===== config.mk =====
export PLATFORM = sky130hd
export DESIGN_NAME = mont_to_form
export DESIGN_NICKNAME = d
export VERILOG_FILES = /design/src/rtl/mont_to_form.sv
export SDC_FILE = /design/constraint.sdc
export NUM_CORES = 2
export LEC_CHECK = 0
export CAP_MARGIN = 30
export CELL_PAD_IN_SITES_DETAIL_PLACEMENT = 1
export CELL_PAD_IN_SITES_GLOBAL_PLACEMENT = 1
export CORE_ASPECT_RATIO = 0.8
export CORE_MARGIN = 3
export CORE_UTILIZATION = 41
export DETAILED_ROUTE_END_ITERATION = 7
export GPL_TIMING_DRIVEN = 0
export PLACE_DENSITY_LB_ADDON = 0.1
export SLEW_MARGIN = 20
export SYNTH_ARGS = -nofsm -noshare
export SYNTH_HDL_FRONTEND = slang
export SYNTH_SLANG_ARGS = --single-unit

===== constraint.sdc =====
create_clock -name clk -period 5.1 [get_ports clk]
set_input_delay 0.51 -clock clk [delete_from_list [all_inputs] [get_ports clk]]
set_output_delay 0.51 -clock clk [all_outputs]
set_load 0.02 [all_outputs]

===== src/rtl/mont_to_form.sv =====
// rtl/mont_to_form.sv - converts a into Montgomery form (a * 2^LEN mod n) by LEN modular doublings
module mont_to_form #(
  parameter int LEN = 256
) (
  input  logic           clk,
  input  logic           rst_n,
  input  logic           start,
  input  logic [LEN-1:0] a,
  input  logic [LEN-1:0] n,
  output logic           busy,
  output logic           done,
  output logic           err,
  output logic [LEN-1:0] res
);

  localparam int CW = $clog2(LEN) + 1;

  typedef enum logic [1:0] {IDLE, RUN, DONE} state_t;

  state_t         state_q, state_d;
  logic [CW-1:0]  cnt_q, cnt_d;
  logic [LEN-1:0] acc_q, acc_d;
  logic [LEN-1:0] n_q, n_d;
  logic [LEN-1:0] res_q, res_d;
  logic           busy_q, busy_d;
  logic           done_q, done_d;
  logic           err_q, err_d;

  logic           in_bad;
  logic [LEN:0]   dbl;
  logic [LEN:0]   n_ext;

  always_comb begin
    in_bad  = !n[0] || (n < LEN'(3)) || (a >= n);
    dbl     = {acc_q, 1'b0};
    n_ext   = {1'b0, n_q};
    state_d = state_q;
    cnt_d   = cnt_q;
    acc_d   = acc_q;
    n_d     = n_q;
    res_d   = res_q;
    err_d   = err_q;
    case (state_q)
      IDLE: begin
        if (start) begin
          n_d = n;
          if (in_bad) begin
            state_d = DONE;
            err_d   = 1'b1;
            res_d   = '0;
          end else begin
            acc_d   = a;
            cnt_d   = '0;
            state_d = RUN;
          end
        end
      end
      RUN: begin
        // acc < n is invariant, so 2*acc < 2n and one subtract brings it back below n
        acc_d = (dbl >= n_ext) ? LEN'(dbl - n_ext) : dbl[LEN-1:0];
        cnt_d = cnt_q + CW'(1);
        if (cnt_q == CW'(LEN - 1)) begin
          res_d   = acc_d;
          err_d   = 1'b0;
          state_d = DONE;
        end
      end
      DONE:    state_d = IDLE;
      default: state_d = IDLE;
    endcase
    busy_d = (state_d != IDLE);
    done_d = (state_d == DONE);
  end

  always_ff @(posedge clk) begin
    if (!rst_n) begin
      state_q <= IDLE;
      cnt_q   <= '0;
      acc_q   <= '0;
      n_q     <= '0;
      res_q   <= '0;
      busy_q  <= 1'b0;
      done_q  <= 1'b0;
      err_q   <= 1'b0;
    end else begin
      state_q <= state_d;
      cnt_q   <= cnt_d;
      acc_q   <= acc_d;
      n_q     <= n_d;
      res_q   <= res_d;
      busy_q  <= busy_d;
      done_q  <= done_d;
      err_q   <= err_d;
    end
  end

  assign busy = busy_q;
  assign done = done_q;
  assign err  = err_q;
  assign res  = res_q;

endmodule


==> reports/metrics.yaml <==
status:
  status: "finished with violations"
  violations: "setup timing"
clock_tree:
  cts.sinks: 782
  cts_made_buffers: 89
  clk_latency_ns: 0.77
  cts_root_buffer: "clkbuf_16"
  cts_tree: "built"
  clk_pin_slew_worst_paths_ns: 0.07
  cts_buffer_depth: 3
  htreeDepth: 3
  ctsHoldBuffers: 0
logic_synthesis:
  synth.ff_latch_count: 782
  synth-main-ff-cell: "dfxtp_1"
  ys_types: 92
  syn_inst: 8423
  syn_area_per_cell_um2: 7.14
  synth_edf_count: 0
  syn_nets: 9453
  ys_seq_area_share_pct: 26.0
  async_flop_share_pct: 0
  yosysWarningCount: 0
  synth_area_mm2: 0.0601
sta:
  finalHoldViolations: 0
  setup_tns_ns: -0.243
  slew_headroom_pct: 17.7
  setup_viol: 12
  fmax_mhz: 195
  drv_slew: 0
  fin_crit_ns: 5.14
  skew_ns: 0.0485
  period_share_pct: 101
  worstMarginPinSlew_ns: 1.22
  setup_slack_ns: -0.0401
detailed_routing:
  initialDrtViolationCount: 9803
  ant_nets: 0
  wl_mm: 383
  wl_met1_mm: 154
  drt_first_pass_iters: 8
  vias_per_cell: 6.66
  routedWlPerCell_um: 33.7
  drc: 0
  vias: 75700
  wl_met2_mm: 154
  dr_wl_met3_mm: 49.3
  top_layer: "met5"
die:
  die_y_um: 348
  initial_core_util_pct: 41.3
  die-area_mm2: 0.151
  rows: 125
  ios: 774
  die_w_um: 434
  core_area_mm2: 0.145
critical_path:
  critical_path_class: "flip-flop to flip-flop"
  critPathMaxFanout: 5
  crit_path_start_kind: "flip-flop"
  worstPathArrival_ns: 5.74
  required_ns: 5.70
  crit_path_end_kind: "flip-flop"
placed_design:
  portBuffers: 772
  gp_congestion: 1.11
  dp_hpwl_mm: 304
  placed_area_mm2: 0.0711
power_and_ir_drop:
  power.leakage_uw: 0.0313
  p_per_area_mw_per_mm2: 425
  irDropWorstVdd_uv: 268
global_route:
  grt_max_degree: 16
  antenna_found_initial: 45
  grt_overflow: 0
  grt_pass1_vias: 75500
  grt_pass1_wl_mm: 534
  grt_usage_pct: 48.0
job:
  timing.max_cap.violations: 0
cells_and_area:
  fin_nets: 10400
  area_growth_pct: 26.8
  drive_gt1_share_pct: 7.92
  design_area_mm2: 0.0762
  seq_area_mm2: 0.0157
  layout_commonest_cell: "nand2_1"
  fillers: 18100
  multi_input_area_mm2: 0.0414
  mostFrequentLayoutCells: "nand2_1, a21oi_1, dfxtp_1"
min_path:
  worstHoldPathType: "input pin to flip-flop"
-- flip-flops by register name (all words and copies together) (netlist names) --
name / count
acc_q: 256
n_q: 256
res: 256
cnt_q: 9
state_q: 2
busy: 1
done: 1
err: 1
-- final timing paths --
kind                   from  endpoint  slack (ns)  cells after the start
setup reg to reg  acc_q[11]  res[127]       -0.04                     17
hold reg to reg    res[194]  res[194]        0.44                      2
hold / removal       n[161]  n_q[161]        0.13                      3
setup / recovery  acc_q[11]  res[127]       -0.04                     17
-- report_power, final --
part	switching (uW)	internal (uW)	total [uW]	leakage [uW]
registers	370	6470	6840	0.00638
clock network	3240	3910	7150	0.00147
logic	13100	5340	18400	0.0235
-- worst max-delay path, stage by stage (launching register included) --
cell	delay (ns)
dfxtp_1	0.45
ha_1	0.32
a21oi_1	0.35
o21ai_1	0.17
a21oi_1	0.29
o211ai_4	0.17
o31ai_2	0.51
buf_4	0.29
o31a_1	0.24
o21ai_0	0.35
buf_2	0.29
nand4_1	0.10
nand2_1	0.16
a21oi_1	0.42
o21ai_0	0.20
xor2_1	0.17
mux2i_1	0.34
o21ai_0	0.15
-- Yosys cell counts (35+ instances only) --
cell type  number  area, um^2
xnor2_1       142        1240
xor2_1         95         832
a31oi_1        41         257
dfxtp_1       782       15700
mux2i_1        80         801
nand2_1      1373        5150
a211oi_1      430        3230
nand4_1       259        1620
nor4_1        110         688
ha_1          514        6430
inv_1         610        2290
o21a_1         43         323
nor2_1        450        1690
a21o_1        232        1740
o21bai_1      123         923
o21ai_0       721        3610
a21oi_1       907        4540
nor3_1         94         470
nor2b_1       240        1500
a21boi_0       35         263
nand3_1        79         395
buf_2          82         410
a22oi_1        35         263
clkbuf_1      430        1610
-- through the flow --
step                      util [%]  power (uW)  worst slack [ns]  hold WS, ns  cells
after floorplan                  -       15900              1.27        0.436   8423
after global placement        48.3       22600             -3.67        0.427  11100
after detailed placement      48.8       23100             -3.13        0.435  11100
after CTS                     51.8       30800           0.00543        0.260  11300
after global routing          52.3       33100           -0.0270        0.133  11300
final                         52.4       32400           -0.0401        0.130  11400
-- per-layer routing --
| layer | global-route usage [%] | vias to the layer above |
|---|---|---|
| met4 | 27.6 | 12 |
| met3 | 16.0 | 1194 |
| met5 | 0 | - |
| met1 | 63.2 | 37400 |
| met2 | 67.9 | 5252 |
| li1 | - | 31900 |
-- cell type report --
class                           count  area share, %
Buffer                            486           3.12
Tap cell                         1905           3.13
Inverter                          610           3.00
Clock inverter                     47          0.839
Clock buffer                      115           3.17
Timing Repair Buffer              880           11.7
Antenna cell                       43          0.141
Sequential cell                   782           20.5
Multi-Input combinational cell   6497           54.4
-- timing repair --
action                                  in CTS  in global routing
buffers inserted                            29                 27
endpoints found under the setup margin     525                515
pin swaps                                   25                 41
gates resized for setup                    281                181
-- cells by family (layout without fill, tap and decap cells) --
logic type	count (synthesis)	in the layout	share of synthesized area, %
DFF	782	782	26.0
AOI/OAI and AO/OA	2849	2849	29.3
other	0	43	0
adders and majority gates	515	515	10.7
buffers and inverters	1144	2138	7.34
muxes	105	105	1.80
xor gates and xnor gates	237	237	3.45
and+or+nand+nor	2791	2791	21.3
Note: power is estimated with default switching activity, not from simulation.
